### config.mk
export PLATFORM = sky130hd
export DESIGN_NAME = seq_inst_issue
export DESIGN_NICKNAME = d
export VERILOG_FILES = /design/src/rtl/seq_inst_issue_pkg.sv /design/src/rtl/seq_inst_fifo.sv /design/src/rtl/seq_inst_issue.sv
export SDC_FILE = /design/constraint.sdc
export NUM_CORES = 1
export LEC_CHECK = 0
export BUFFER_PORTS_ARGS = -buffer_cell sky130_fd_sc_hd__buf_2
export CAP_MARGIN = 20
export CORE_MARGIN = 8
export CORE_UTILIZATION = 65
export DETAILED_ROUTE_END_ITERATION = 7
export GPL_TIMING_DRIVEN = 0
export PLACE_DENSITY = 0.84
export SETUP_SLACK_MARGIN = 0.4
export SLEW_MARGIN = 20
export SYNTH_ARGS = -nofsm -noshare
export SYNTH_HDL_FRONTEND = slang
export SYNTH_HIERARCHICAL = 1
export SYNTH_SLANG_ARGS = --single-unit
export TNS_END_PERCENT = 10
### constraint.sdc
create_clock -name clk -period 8.7 [get_ports clk]
set_input_delay 1.74 -clock clk [delete_from_list [all_inputs] [get_ports clk]]
set_output_delay 1.74 -clock clk [all_outputs]
set_load 0.005 [all_outputs]
### src/rtl/seq_inst_issue_pkg.sv
// Shared sequencer constants and issue-FSM types used by the receive-side
// instruction front end.
package seq_inst_issue_pkg;

   localparam int seq_in_width           = 8;
   localparam int seq_op_width           = 3;
   localparam int seq_fifo_depth_default = 16;

   localparam logic [seq_op_width-1:0] seq_op_push = 3'd1;
   localparam logic [seq_op_width-1:0] seq_op_add  = 3'd2;
   localparam logic [seq_op_width-1:0] seq_op_mult = 3'd3;
   localparam logic [seq_op_width-1:0] seq_op_send = 3'd4;

   typedef enum logic {
      S_IDLE = 1'b0,
      S_GAP  = 1'b1
   } issue_state_t;

   // The gap counter only ever holds reload values up to max(a, b) - 1.
   function automatic int gap_cnt_width(input int a, input int b);
      int m;
      m = (a > b) ? a : b;
      return (m < 2) ? 1 : $clog2(m);
   endfunction

endpackage

### src/rtl/seq_inst_fifo.sv
// Synchronous instruction-byte FIFO with occupancy count and sticky drop-on-full flag.
// The head entry is presented combinationally so the issue FSM can decode it.
module seq_inst_fifo #(
   parameter int DEPTH = 16,
   parameter int WIDTH = 8
) (
   input  logic                   clk,
   input  logic                   rst,
   input  logic                   wr_en,
   input  logic [WIDTH-1:0]       wr_data,
   input  logic                   rd_en,
   output logic [WIDTH-1:0]       rd_data,
   output logic [$clog2(DEPTH):0] cnt,
   output logic                   empty,
   output logic                   overflow
);

   localparam int AW = $clog2(DEPTH);

   logic [WIDTH-1:0] mem [DEPTH];
   logic [AW-1:0]    wr_ptr;
   logic [AW-1:0]    rd_ptr;
   logic             full;
   logic             do_wr;
   logic             do_rd;

   // Full is judged on the start-of-cycle count, so a same-cycle pop never makes room.
   assign full    = (cnt == (AW+1)'(DEPTH));
   assign empty   = (cnt == '0);
   assign do_wr   = wr_en && !full;
   assign do_rd   = rd_en && !empty;
   assign rd_data = mem[rd_ptr];

   always_ff @(posedge clk or negedge rst) begin
      if (!rst) begin
         wr_ptr   <= '0;
         rd_ptr   <= '0;
         cnt      <= '0;
         overflow <= 1'b0;
      end else begin
         if (do_wr) wr_ptr <= wr_ptr + 1'b1;
         if (do_rd) rd_ptr <= rd_ptr + 1'b1;
         case ({do_wr, do_rd})
            2'b10:   cnt <= cnt + 1'b1;
            2'b01:   cnt <= cnt - 1'b1;
            default: cnt <= cnt;
         endcase
         if (wr_en && full) overflow <= 1'b1;
      end
   end

   always_ff @(posedge clk) begin
      if (do_wr) mem[wr_ptr] <= wr_data;
   end

endmodule

### src/rtl/seq_inst_issue.sv
// Receive-side front end: buffers UART instruction bytes and issues them one at a
// time, pacing ALU-class ops for write-back and send ops for transmitter busy rise.
module seq_inst_issue
   import seq_inst_issue_pkg::*;
#(
   parameter int FIFO_DEPTH = seq_fifo_depth_default,
   parameter int ISSUE_GAP  = 1,
   parameter int TX_HOLD    = 2
) (
   input  logic                         clk,
   input  logic                         rst,
   input  logic [seq_in_width-1:0]      i_rx_data,
   input  logic                         i_rx_valid,
   input  logic                         i_tx_busy,
   output logic [seq_in_width-1:0]      o_inst,
   output logic                         o_inst_valid,
   output logic                         o_inst_send,
   output logic [$clog2(FIFO_DEPTH):0]  o_fifo_cnt,
   output logic                         o_overflow
);

   localparam int GAP_W = gap_cnt_width(ISSUE_GAP, TX_HOLD);
   localparam logic [GAP_W-1:0] ALU_RELOAD  = (ISSUE_GAP > 0) ? GAP_W'(ISSUE_GAP - 1) : '0;
   localparam logic [GAP_W-1:0] SEND_RELOAD = GAP_W'(TX_HOLD - 1);

   issue_state_t            state;
   issue_state_t            state_nxt;
   logic [GAP_W-1:0]        gap_cnt;
   logic [GAP_W-1:0]        gap_cnt_nxt;
   logic [seq_in_width-1:0] head;
   logic                    empty;
   logic                    pop;
   logic                    head_is_send;
   logic [seq_in_width-1:0] inst_nxt;
   logic                    valid_nxt;
   logic                    send_nxt;

   seq_inst_fifo #(
      .DEPTH (FIFO_DEPTH),
      .WIDTH (seq_in_width)
   ) u_fifo (
      .clk      (clk),
      .rst      (rst),
      .wr_en    (i_rx_valid),
      .wr_data  (i_rx_data),
      .rd_en    (pop),
      .rd_data  (head),
      .cnt      (o_fifo_cnt),
      .empty    (empty),
      .overflow (o_overflow)
   );

   // Unused opcodes fall through as ALU-class and are still issued.
   assign head_is_send = (head[seq_in_width-1 -: seq_op_width] == seq_op_send);

   always_comb begin
      state_nxt   = state;
      gap_cnt_nxt = gap_cnt;
      pop         = 1'b0;
      inst_nxt    = o_inst;
      valid_nxt   = 1'b0;
      send_nxt    = 1'b0;
      case (state)
         S_IDLE: begin
            if (!empty && (!head_is_send || !i_tx_busy)) begin
               pop       = 1'b1;
               inst_nxt  = head;
               valid_nxt = 1'b1;
               send_nxt  = head_is_send;
               if (head_is_send) begin
                  gap_cnt_nxt = SEND_RELOAD;
                  state_nxt   = S_GAP;
               end else if (ISSUE_GAP > 0) begin
                  gap_cnt_nxt = ALU_RELOAD;
                  state_nxt   = S_GAP;
               end
            end
         end
         S_GAP: begin
            if (gap_cnt == '0) state_nxt = S_IDLE;
            else               gap_cnt_nxt = gap_cnt - 1'b1;
         end
         default: state_nxt = S_IDLE;
      endcase
   end

   always_ff @(posedge clk or negedge rst) begin
      if (!rst) begin
         state        <= S_IDLE;
         gap_cnt      <= '0;
         o_inst       <= '0;
         o_inst_valid <= 1'b0;
         o_inst_send  <= 1'b0;
      end else begin
         state        <= state_nxt;
         gap_cnt      <= gap_cnt_nxt;
         o_inst       <= inst_nxt;
         o_inst_valid <= valid_nxt;
         o_inst_send  <= send_nxt;
      end
   end

endmodule

---- Word level (Yosys, flattened, before mapping) ----
Memories as Yosys holds them, arrays and structs flattened.
Cells that the tools add are included.
word-level totals
  register bits after elaboration ......... 26
  memories kept ........................... 1
  output and inout bits ................... 16
  bits in writable memories ............... 128
  input port bits ......................... 12
memory list
  memory      words  width  rd ports  clocked after memory_dff  wr ports  line                 text
  u_fifo.mem  16     8      1         0                         1         seq_inst_fifo.sv:20  logic [WIDTH-1:0] mem [DEPTH];
cells by class
  bitwise logic cells ..................... 1
  $add $sub $neg .......................... 5
  equal/unequal tests ..................... 5
  reduce and logical (&&, ||, !) cells .... 12
  mux-type cells .......................... 13
operator list
  kind                                                 count
  two-way mux 1 bit                                    10
  one-hot mux 5 bit (2 select lines)                   1
  adder 4 x 1 -> 4 bit, second input constant          2
  adder 5 x 1 -> 5 bit, second input constant          1
  equality test 5 bit, second input constant           1
  zero test 5 bit                                      1
  subtractor 5 x 1 -> 5 bit, second input constant     1
  logical AND 1 bit                                    4
  zero test 1 bit                                      4
  one-hot mux 1 bit (2 select lines)                   2
  equality test 3 bit, second input constant           1
  equality test 2 x 1 -> 1 bit, second input constant  1
  equality test 2 bit, second input constant           1
  != test 2 bit, second input constant                 1
  AND reduction 2 bit                                  1
  nonzero test 2 bit                                   1
  logical OR 1 bit                                     1
  NOT 1 bit                                            1
  subtractor 1 bit, second input constant              1

---- Logic depth before layout (Yosys ltp) ----
Gate-level depths: netlist of the first run.
An unclocked memory read counts as a cell.
  word-level depth ........................ 10
  depth in mapped cells ................... 21

---- Cells and area by module ----
The synthesis of the first run kept the hierarchy.
by module, submodules not included
  module          cells each  area an instance (µm²)  instances
  seq_inst_fifo   331         5,805.6                 1
  seq_inst_issue  31          489.2                   1

---- Worst setup path after synthesis of the first run ----
Ideal clock, no wire load.
  path type ............................... input to register
  start ................................... input i_tx_busy
  end ..................................... register u_fifo.cnt[4]
  stages .................................. 13
  buffers on the path ..................... 2
  arrival time ............................ 3,861 ps
  data required time ...................... 8,574 ps
  slack ................................... 4,714 ps
  library setup time ...................... 126 ps
  cell sequence ........................... a211o_1 > buf_6 > inv_1 > nor2b_1 > buf_6 > ha_1 > inv_1 > fa_1 > nor2b_1 > o21ai_1 > nand3_1 > or3b_1 > xnor2_1
on the way
  longest elaborated chain between the ends .. 8
  elaborated cells on any way between the ends .. 10
  classes of those cells .................. eq/ne (2); mux (3); reduce/logical (5)
RTL lines
  what                                                                      line                  text
  from (decl)                                                               seq_inst_issue.sv:14  input logic i_tx_busy,
  zero test 1 bit (*)                                                       seq_inst_issue.sv:65  if (!empty && (!head_is_send || !i_tx_busy)) begin
  logical OR 1 bit (*)                                                      seq_inst_issue.sv:65
  logical AND 1 bit (*)                                                     seq_inst_issue.sv:65
  two-way mux 1 bit (*)                                                     seq_inst_issue.sv:65
  two-way mux 1 bit (*)                                                     seq_inst_issue.sv:63  case (state)
  named net pop                                                             seq_inst_issue.sv:32  logic pop;
  logical AND 1 bit (*)                                                     seq_inst_fifo.sv:31   assign do_rd = rd_en && !empty;
  named net u_fifo.do_rd                                                    seq_inst_fifo.sv:25   logic do_rd;
  equality test 2 x 1 -> 1 bit or equality test 2 bit (tied branches)       seq_inst_fifo.sv:43   case ({do_wr, do_rd})
  one-hot mux 5 bit (2 select lines) or nonzero test 2 bit (tied branches)  --
  to (signal assigned)                                                      seq_inst_fifo.sv:44   2'b10: cnt <= cnt + 1'b1;
  to (signal assigned)                                                      seq_inst_fifo.sv:45   2'b01: cnt <= cnt - 1'b1;
  to (signal assigned)                                                      seq_inst_fifo.sv:46   default: cnt <= cnt;
  to (decl)                                                                 seq_inst_fifo.sv:13   output logic [$clog2(DEPTH):0] cnt,
Mark *: on every way through the listed nets, which the timed path passes. The rest lies on a longest branch.
A chain may end at the register's enable or synchronous reset.

---- Worst setup path after layout of the first run ----
  start ................................... register u_fifo.rd_ptr[1]
  end ..................................... register u_fifo.cnt[4]
on the way
  longest elaborated chain between the ends .. 10
  elaborated cells on any way between the ends .. 12
  classes of those cells .................. eq/ne (3); mux (3); reduce/logical (5); memory (1)
RTL lines
  what                                                                      line                  text
  from (decl)                                                               seq_inst_fifo.sv:22   logic [AW-1:0] rd_ptr;
  from (signal assigned)                                                    seq_inst_fifo.sv:42   if (do_rd) rd_ptr <= rd_ptr + 1'b1;
  memory read (16 x 8 bit) (*)                                              --
  named net head[7]                                                         seq_inst_issue.sv:30  logic [seq_in_width-1:0] head;
  equality test 3 bit (*)                                                   seq_inst_issue.sv:54  assign head_is_send = (head[seq_in_width-1 -: seq_op_width] == seq_op_send);
  zero test 1 bit (*)                                                       seq_inst_issue.sv:65
  logical OR 1 bit (*)                                                      seq_inst_issue.sv:65
  logical AND 1 bit (*)                                                     seq_inst_issue.sv:65
  two-way mux 1 bit (*)                                                     seq_inst_issue.sv:65
  two-way mux 1 bit (*)                                                     seq_inst_issue.sv:63
  named net pop                                                             seq_inst_issue.sv:32
  logical AND 1 bit (*)                                                     seq_inst_fifo.sv:31
  named net u_fifo.do_rd                                                    seq_inst_fifo.sv:25
  equality test 2 x 1 -> 1 bit or equality test 2 bit (tied branches)       seq_inst_fifo.sv:43
  one-hot mux 5 bit (2 select lines) or nonzero test 2 bit (tied branches)  --
Marked as above.

==> metrics, run 1 <==
via count of the first global-routing pass 3418; worst hold endpoint u_fifo/overflow; worst endpoint data arrival time 4.78 ns; CTS Buf Count 17; CTS max path bufs 2; most frequent cells in the layout edfxtp_1 (128), buf_2 (31), dfrtp_1 (26), mux2i_1 (25), nand2_1 (20); Net Switching roughly 0.84 mW; share of flip-flops with an asynchronous set or reset 16.9%; post-cts repair resize count 0; final core utilization around three quarters; final hold viol count 0; DP HPWL 8090 µm; status finished, final reports clean; post-synthesis sequential area ratio 71.4%; Root Buffer clkbuf_8; crit path kind flip-flop to flip-flop; static leakage 2.62 nW; clk_lat worst skew 0.52 ns; Clock transition at path regs 0.06 ns; RSZ-0062 raised after global routing no; endpoints failing setup 0; first-pass GRT wire length between 15000 and 20000 µm; CTS tree done; DRT Pass-1 Iters 4; Comb pwr share 35.2%; Crit Reg-Reg Startpoint u_fifo/rd_ptr[1]; Sink Count 154; synthesized flop and latch total 154; fin nets 430; Hold Crit Class flip-flop to flip-flop; sw frac approximately a third; Worst R2R Setup Slack 4.32 ns; min Tclk post-route roughly 4.4 ns; layout cell share with drive strength beyond 1 between 20% and 30%; die width 114 µm; pre-CTS setup slack 4.41 ns; Worst VDD drop ~200 µV; Post-Synthesis Cells around 360; H-tree levels 4; PwrDens 362 nW/µm²; Max Slew Vio Count 0; total routed wirelength 12300 µm; drt initial violations 336; antenna violations before repair 0; setup bufs post-CTS 0; cells on worst reg2reg path 19; Tot GR Track Use 20.4%; dpl cells 522; Final Non-Filler Cells 554; Synth Flop Type edfxtp_1; Fin Setup TNS 0 ns; largest net degree at the start of global routing 27; number of synthesized flops with an enable pin roughly 130; crit end category flip-flop; Placed Area 6600 µm²; Hold Startpoint u_fifo/overflow; fin area 7180 µm²; post-synthesis net count approximately 380; I/O pins 28; maximum fanout along the worst path 10; Core Rows 36; DRC 0; worst slew pin tran approximately 0.8 ns; vias per std cell 6.03; hold path depth 1; max-cap viol count 0; most common cell after layout, fill and taps aside edfxtp_1; grt total ovfl 0; final setup margin 4.32 ns; Final ANT Viol Nets 0; reg2reg end u_fifo/cnt[4]; Max Freq 229 MHz; Syn Std Cell Area 6290 µm²; core area approximately 9600 µm²; initial core utilization about two thirds; Rel. slew slack a little under half; Clk network pwr share between 20% and 30%; n_diodes 0; Worst EP required around 9 ns; Post-CTS Hold Fix Bufs 0; routability cong. 0.851; total number of vias 3342; die height 114 µm; Syn Area/Cell between 15 and 20 µm²; Final Skew 0.00801 ns; PnR Total Power 2.60 mW; Tcrit/Tclk final 50.3%; warnings from Yosys 6; Unique masters post-synth 39; crit start category flip-flop; Hold Slack 0.470 ns; Layout area overhead 14.0%; Pint roughly 1.8 mW; DIE AREA 13100 µm²; sequential power share 38.2%; # port buffers 27; wire length per cell about 22 µm
## sequential cells by signal (all words and copies together), names as in the netlist
| signal | flops |
|---|---|
| u_fifo/wr_ptr | 4 |
| gap_cnt | 1 |
| u_fifo/overflow | 1 |
| u_fifo/cnt | 5 |
| u_fifo/rd_ptr | 4 |
| o_inst | 8 |
| o_inst_send | 1 |
| o_inst_valid | 1 |
| u_fifo/mem | 128 |
| state | 1 |
## cells in the mapped netlist, types with 2 or more instances
library cell,count,share of area (%)
mux2i_1,25,4.0
ha_1,9,1.8
mux2_4,9,2.1
xor2_1,3,0.42
mux4_2,16,5.7
mux2_1,7,1.3
nor2b_1,3,0.30
nand2_1,20,1.2
edfxtp_1,128,61
buf_2,4,0.32
buf_6,7,1.3
nand2b_1,2,0.20
inv_1,8,0.48
a221oi_1,8,1.1
a22oi_1,8,0.95
dfrtp_1,26,10
nor3_1,5,0.40
clkbuf_1,5,0.30
o21ai_0,12,0.95
o21ai_1,8,0.64
xnor2_1,7,0.97
a21oi_1,10,0.80
nand3_1,2,0.16
nor2_1,15,0.89
## final cells by class
| cell class | count | area [µm²] |
|---|---|---|
| flip-flops and latches | 154 | 4490 |
| fillers | 561 | 2420 |
| plain buffers | 18 | 129 |
| inverters | 8 | 30.0 |
| repair buffers | 27 | 135 |
| clock buffers | 18 | 418 |
| clock inverters | 14 | 144 |
| well taps | 133 | 166 |
| multi-input cells | 182 | 1660 |
## worst max-delay path, stage by stage, from the launching register on
cell	delay [ns]
dfrtp_1	0.38
buf_2	0.28
buf_2	0.34
mux4_2	0.40
a22oi_1	0.19
nand2_1	0.08
nor3b_2	0.18
a211o_1	0.31
buf_6	0.16
inv_1	0.08
nor2b_1	0.16
buf_6	0.14
ha_1	0.23
inv_1	0.12
fa_1	0.42
nor2b_1	0.13
o21ai_1	0.09
nand3_1	0.08
or3b_1	0.36
xnor2_1	0.13
## power by group through the flow
stage | logic [mW] | clock network [mW] | registers (mW)
floorplan | 0.660 | 0 | 0.995
global placement | 0.865 | 0 | 0.998
detailed placement | 0.904 | 0 | 1.01
CTS | 0.910 | 0.701 | 0.993
global route | 0.989 | 0.737 | 1.00
finish | 0.914 | 0.690 | 0.992
## cells by family (layout without fill, tap and decap cells)
family | Yosys count | count (layout) | share of synthesized area, %
buf+inv | 26 | 85 | 2.52
flops | 154 | 154 | 71.4
simple gates | 54 | 54 | 4.27
compound gates | 50 | 50 | 5.03
fa+ha+maj | 10 | 10 | 2.11
mux | 58 | 58 | 13.3
xor+xnor | 10 | 10 | 1.39
## how the worst max path moves through the flow
stage | from | endpoint | cells after the start
after global routing | u_fifo/rd_ptr[1] | u_fifo/cnt[4] | 19
after floorplan | i_tx_busy | u_fifo/cnt[4] | 13
after global placement | i_tx_busy | u_fifo/cnt[4] | 14
final | u_fifo/rd_ptr[1] | u_fifo/cnt[4] | 19
after CTS | u_fifo/rd_ptr[1] | u_fifo/cnt[4] | 19
after detailed placement | u_fifo/rd_ptr[1] | u_fifo/cnt[4] | 19
## metal layers
metal	vias to the layer above	share of wire (%)	track usage, %
li1	1490	-	-
met1	1705	40	25.1
met2	128	51	33.3
met3	19	7.3	5.43
met4	0	2.2	8.87
met5	-	0	0
Power figures use the tool's default switching activity.
==> run 2: changes to the inputs <==
- CORE_UTILIZATION: 65 -> 55
- PLACE_DENSITY: 0.84 -> 0.75
- clock period: 8.7 -> 4 ns (I/O delays scaled with it)
==> run 2 against run 1 <==
- setup slack worse by 4.2 ns
- critical path depth is 4 higher
- non-clock buffer count is 35 higher
- die area rose by 16%
- combinational power increased to 2.9 times the previous value
- register-to-register slack got worse by 4.2 ns
- first-iteration DRC count fell by 33%
- largest power group is now combinational logic
- highest routed layer unchanged
==> metrics, run 2 (synthesis results as in run 1) <==
dpl cells 534 (was 522); Final Skew 0.00782 ns (was 0.00801 ns); DRC 0 (unchanged); RSZ-0062 raised after global routing yes (was no); status finished, final reports clean (unchanged); wire length per cell 21.3 µm (was 22.2 µm); worst endpoint data arrival time 4.14 ns (was 4.78 ns); total number of vias 3474 (was 3342); total routed wirelength 12800 µm (was 12300 µm); DP HPWL 8030 µm (was 8090 µm); antenna violations before repair 0 (unchanged); die height 123 µm (was 114 µm); CTS Buf Count 17 (unchanged); Regs by FF count u_fifo/mem (128), o_inst (8), u_fifo/cnt (5) (unchanged); Tcrit/Tclk final 96.1% (was 50.3%); final hold viol count 0 (unchanged); largest net degree at the start of global routing 27 (unchanged); CTS max path bufs 2 (unchanged); I/O pins 28 (unchanged); Worst VDD drop 620 µV (was 197 µV); maximum fanout along the worst path 5 (was 10); Final ANT Viol Nets 0 (unchanged); area of the multi-input gates 1760 µm² (was 1660 µm²); layout cell share with drive strength beyond 1 33.6% (was 24.0%); drt initial violations 225 (was 336); final core utilization 68.0% (was 74.8%); Biggest register u_fifo/mem (unchanged); Hold Slack 0.382 ns (was 0.470 ns); n_diodes 0 (unchanged); Sink Count 154 (unchanged); DRT Pass-1 Iters 5 (was 4); Max Freq 260 MHz (was 229 MHz); core area 11300 µm² (was 9590 µm²); most common cell after layout, fill and taps aside edfxtp_1 (unchanged); static leakage 2.85 nW (was 2.62 nW); via count of the first global-routing pass 3491 (was 3418); clk_lat worst skew 0.41 ns (was 0.52 ns); die width 123 µm (was 114 µm); fin area 7670 µm² (was 7180 µm²); Hold Crit Class input pin to async pin (was flip-flop to flip-flop); final setup margin 0.157 ns (was 4.32 ns); most frequent cells in the layout edfxtp_1 (128), buf_4 (30), buf_2 (28), dfrtp_1 (26), mux2i_1 (23) (was edfxtp_1 (128), buf_2 (31), dfrtp_1 (26), mux2i_1 (25), nand2_1 (20)); Post-CTS Hold Fix Bufs 0 (unchanged); # port buffers 27 (unchanged); endpoints failing setup 0 (unchanged); Tot GR Track Use 17.8% (was 20.4%); H-tree levels 4 (unchanged); worst slew pin tran 0.829 ns (was 0.797 ns); max-cap viol count 0 (unchanged); Root Buffer clkbuf_16 (was clkbuf_8); fin nets 465 (was 430); grt total ovfl 0 (unchanged); FILL cells 694 (was 561); pre-CTS setup slack -0.0856 ns (was 4.41 ns); Core Rows 39 (was 36); Placed Area 6660 µm² (was 6600 µm²); min Tclk post-route 3.84 ns (was 4.38 ns); Clock transition at path regs 0.07 ns (was 0.06 ns); crit end category flip-flop (unchanged); Rel. slew slack 44.5% (was 46.7%); PwrDens 840 nW/µm² (was 362 nW/µm²); Max Slew Vio Count 0 (unchanged); routability cong. 0.811 (was 0.851); initial core utilization 55.8% (was 65.6%); first-pass GRT wire length 19700 µm (was 18900 µm); crit path kind flip-flop to flip-flop (unchanged); Register Area 4490 µm² (unchanged); Worst EP required 4.30 ns (was 9.11 ns); Final Non-Filler Cells 599 (was 554); vias per std cell 5.80 (was 6.03); crit start category flip-flop (unchanged); CTS tree done (unchanged); DIE AREA 15100 µm² (was 13100 µm²); max FFs per register 128 (unchanged); Layout area overhead 21.8% (was 14.0%)
-- run 2: through the flow --
step           TNS (ns)  power (mW)
2_1_floorplan         0        3.64
3_3_place_gp   -0.00229        4.13
3_5_place_dp    -0.0856        4.19
4_1_cts               0        6.35
5_1_grt               0        6.75
6_report              0        6.44
-- run 2: layer usage --
| layer | part of all wire, % | track usage, % | vias up | wire length (µm) |
|---|---|---|---|---|
| met5 | 0 | 0 | - | 0 |
| met4 | 1.9 | 7.15 | 0 | 238 |
| met3 | 6.3 | 4.70 | 19 | 807 |
| met2 | 48 | 27.3 | 119 | 6120 |
| met1 | 44 | 23.9 | 1762 | 5600 |
| li1 | - | - | 1574 | - |
-- run 2: final cells by class --
cell class                      instances  share of cell area (%)
Buffer                                 18                    2.45
Clock buffer                           17                    5.55
Clock inverter                         15                    2.32
Inverter                                8                   0.424
Multi-Input combinational cell        182                    22.9
Sequential cell                       154                    58.6
Tap cell                              143                    2.33
Timing Repair Buffer                   62                    5.40
-- run 2: worst paths after layout --
path,end,start,slack (ns),depth (start not counted)
hold reg to reg,u_fifo/overflow,u_fifo/overflow,0.47,1
hold / removal,o_inst[2],rst,0.38,1
min in group clk,u_fifo/overflow,u_fifo/overflow,0.47,1
setup / recovery,o_inst[7],u_fifo/rd_ptr[0],0.16,23
setup reg to reg,o_inst[7],u_fifo/rd_ptr[0],0.16,23
max in group asynchronous,u_fifo/wr_ptr[3],rst,3.22,1
-- run 2: where the power goes --
group          leakage, nW  internal, mW  switching, mW
registers             1.46          2.02          0.143
clock network        0.293         0.945          0.670
logic                 1.10          1.40           1.27
-- run 2: worst max-delay path, stage by stage, from the launching register on --
cell and delay, ns:
dfrtp_1 0.38, buf_6 0.17, buf_12 0.12, mux4_2 0.54, a22oi_2 0.17, nand2_1 0.10
buf_4 0.14, buf_4 0.12, buf_4 0.12, buf_4 0.12, buf_4 0.12, buf_4 0.12
buf_4 0.12, buf_4 0.12, buf_6 0.10, buf_4 0.12, buf_4 0.12, buf_4 0.12
buf_4 0.12, buf_6 0.11, buf_6 0.10, buf_6 0.10, buf_6 0.10, mux2_4 0.25
-- run 2: timing repair --
action / CTS / global route
pin swaps: 10 / 8
buffers inserted: 31 / 2
setup endpoints to repair: 2 / 4
endpoints found under the hold margin: 0 / 0
gates cloned: 0 / 0
gates resized for setup: 24 / 12
==> run 3: changes to the inputs <==
- SYNTH_HIERARCHICAL: 1 -> not set
==> run 3 against run 2 <==
- largest power group is now registers
- synthesized cell count shrank 6.6%
- highest routed layer unchanged
- utilization shrank 2.8 points
- setup slack better by 0.43 ns
- sequential power is essentially flat
- hold slack gained 0.018 ns
- die area grew 0.83%
- cell area is 3.3% lower
- register-to-register slack improved by 0.43 ns
- non-clock buffer count down 28
==> metrics, run 3 <==
pre-CTS setup slack 0.237 ns (was -0.0856 ns); FILL cells 746 (was 694); final setup margin 0.587 ns (was 0.157 ns); Register Area 4490 µm² (unchanged); Root Buffer clkbuf_16 (unchanged); CTS Buf Count 17 (unchanged); Clock transition at path regs 0.06 ns (was 0.07 ns); Syn Area/Cell 18.8 µm² (was 17.4 µm²); Layout area overhead 16.7% (was 21.8%); Core Rows 39 (unchanged); Final ANT Viol Nets 0 (unchanged); Syn Std Cell Area 6350 µm² (was 6290 µm²); core area 11400 µm² (was 11300 µm²); max FFs per register 128 (unchanged); H-tree levels 4 (unchanged); Synth area leaders edfxtp_1 (60%), dfrtp_1 (10%), mux4_2 (9.6%) (was edfxtp_1 (61%), dfrtp_1 (10%), mux4_2 (5.7%)); crit path kind flip-flop to flip-flop (unchanged); RSZ-0062 raised after global routing no (was yes); static leakage 2.67 nW (was 2.85 nW); layout cell share with drive strength beyond 1 31.5% (was 33.6%); Post-Synthesis Cells 338 (was 362); Rel. slew slack 25.5% (was 44.5%); most frequent cells after synthesis edfxtp_1 (128), mux4_2 (27), dfrtp_1 (26) (was edfxtp_1 (128), dfrtp_1 (26), mux2i_1 (25)); I/O pins 28 (unchanged); antenna violations before repair 0 (unchanged); cell type with the largest total area after synthesis edfxtp_1 (unchanged); CTS tree done (unchanged); wire length per cell 23.7 µm (was 21.3 µm); Synth Flop Type edfxtp_1 (unchanged); Biggest register u_fifo.mem (was u_fifo/mem); synthesized flop and latch total 154 (unchanged); die height 123 µm (about the same); drt initial violations 330 (was 225); Max Freq 293 MHz (was 260 MHz); share of flip-flops with an asynchronous set or reset 16.9% (unchanged); post-synthesis net count 358 (was 384); DP HPWL 8070 µm (was 8030 µm); # port buffers 27 (unchanged); DRC 0 (unchanged); final core utilization 65.2% (was 68.0%); DRT Pass-1 Iters 4 (was 5); post-synthesis sequential area ratio 70.7% (was 71.4%); routability cong. 0.786 (was 0.811); largest net degree at the start of global routing 27 (unchanged); CP dominant cell by count xor2_1 (was buf_4); clk_lat worst skew 0.41 ns (about the same); n_diodes 0 (unchanged); most common cell after layout, fill and taps aside edfxtp_1 (unchanged); Hold Crit Class input pin to async pin (unchanged); cells along the critical path buf_4, inv_6, mux4_2, o32ai_4, a41oi_2, buf_6, ha_1, clkbuf_2, xor2_1, ha_2, a21o_1, nand2_1, a21oi_1, a221oi_2, nor2_1, xor2_1 (was buf_6, buf_12, mux4_2, a22oi_2, nand2_1, buf_4, buf_4, buf_4, buf_4, buf_4, buf_4, buf_4, buf_4, buf_6, buf_4, buf_4, buf_4, buf_4, buf_6, buf_6, buf_6, buf_6, mux2_4); number of synthesized flops with an enable pin 128 (unchanged); most common cell in the netlist edfxtp_1 (unchanged); warnings from Yosys 0 (was 6); Max Slew Vio Count 0 (unchanged); die width 123 µm (about the same); crit end category flip-flop (unchanged); Regs by FF count u_fifo.mem (128), o_inst (8), u_fifo.cnt (5) (was u_fifo/mem (128), o_inst (8), u_fifo/cnt (5)); initial core utilization 55.9% (was 55.8%); via count of the first global-routing pass 3374 (was 3491); vias per std cell 5.95 (was 5.80); Unique masters post-synth 47 (was 39); total number of vias 3265 (was 3474); area of the multi-input gates 1730 µm² (was 1760 µm²); PwrDens 796 nW/µm² (was 840 nW/µm²); fin nets 414 (was 465); most frequent cells in the layout edfxtp_1 (128), buf_2 (28), mux4_2 (27), dfrtp_1 (26), nor2_1 (24) (was edfxtp_1 (128), buf_4 (30), buf_2 (28), dfrtp_1 (26), mux2i_1 (23)); Tcrit/Tclk final 85.3% (was 96.1%); worst endpoint data arrival time 3.70 ns (was 4.14 ns); grt total ovfl 0 (unchanged); Sink Count 154 (unchanged); Post-CTS Hold Fix Bufs 0 (unchanged); Fin Setup TNS 0 ns (unchanged); maximum fanout along the worst path 9 (was 5); final hold viol count 0 (unchanged); Tot GR Track Use 18.4% (was 17.8%); Worst VDD drop 584 µV (was 620 µV); max-cap viol count 0 (unchanged); post-synth top area share 60.5% (was 61.1%); slowest cell on the critical path mux4_2 (unchanged); crit start category flip-flop (unchanged); Final Skew 0.0126 ns (was 0.00782 ns); Worst EP required 4.29 ns (was 4.30 ns); worst slew pin tran 1.11 ns (was 0.829 ns); status finished, final reports clean (unchanged); DIE AREA 15200 µm² (was 15100 µm²); CP peak stage delay 0.57 ns (was 0.54 ns); min Tclk post-route 3.41 ns (was 3.84 ns); total routed wirelength 13000 µm (was 12800 µm); endpoints failing setup 0 (unchanged); CTS max path bufs 2 (unchanged); first-pass GRT wire length 19800 µm (was 19700 µm)
[run 3: cell count changes after synthesis, sizes merged, moves of 5 or more]
cell,previous run,this run
mux4,16,32
o21ai,20,4
mux2i,25,12
nor2,15,24
mux2,17,9
a21oi,10,4
a22oi,8,2
nand2,20,15
[run 3: stage by stage]
step	cell area, µm²	hold slack, ns	cells	power (mW)
2_1_floorplan	6350	0.454	338	3.61
3_3_place_gp	6670	0.447	508	4.06
3_5_place_dp	6720	0.473	512	4.16
4_1_cts	7360	0.407	544	5.87
5_1_grt	7420	0.441	549	6.18
6_report	7420	0.399	549	5.90
[run 3: cell families after synthesis]
kind of cell / after synthesis / synth area share (%)
flops: 154 / 70.7
mux: 53 / 15.3
buf+inv: 23 / 2.54
xor+xnor: 12 / 1.65
compound gates: 28 / 3.88
fa+ha+maj: 8 / 1.58
simple gates: 60 / 4.33
[run 3: worst max-delay path, delay by kind of cell (launching register included)]
family	cells	cell delay, ns
AOI/OAI and AO/OA	5	0.85
xor gates and xnor gates	2	0.31
adders and majority gates	2	0.38
buffers and inverters	4	0.67
DFF	1	0.36
muxes	1	0.57
and+or+nand+nor	2	0.14
[run 3: cell type report]
type | instances | area share (%)
plain buffers | 15 | 1.91
clock buffers | 17 | 5.74
clock inverters | 14 | 2.65
inverters | 8 | 0.472
multi-input cells | 161 | 23.3
flip-flops and latches | 154 | 60.6
well taps | 143 | 2.41
repair buffers | 37 | 2.88
[run 3: metal layers]
layer  share of wire, %  vias up  wire length, µm  GRT usage, %
li1                   -     1449                -             -
met5                  0        -                0             0
met2                 52      112             6790          30.8
met4                1.4        0              187          6.40
met1                 39     1691             5030          23.2
met3                7.5       13              979          4.25
[run 3: final timing paths]
kind                               endpoint  depth (start not counted)        startpoint  slack (ns)
min in group clk            u_fifo.overflow                          1   u_fifo.overflow        0.48
max reg2reg                   u_fifo.cnt[4]                         16  u_fifo.rd_ptr[3]        0.59
min                        u_fifo.wr_ptr[1]                          1               rst        0.40
max in group asynchronous           gap_cnt                          1               rst        3.20
min reg2reg                 u_fifo.overflow                          1   u_fifo.overflow        0.48
max                           u_fifo.cnt[4]                         16  u_fifo.rd_ptr[3]        0.59
[run 3: power breakdown]
part	switching [mW]	total [mW]	internal, mW
clock network	0.627	1.67	1.04
registers	0.129	2.15	2.02
logic	1.07	2.09	1.02
total	1.83	5.90	4.08
[run 3: timing repair]
item                                    in CTS  in global routing
endpoints found under the setup margin       1                  1
gates resized for setup                      4                  5
endpoints found under the hold margin        0                  0
pin swaps                                    1                  3
buffers inserted                             1                  4
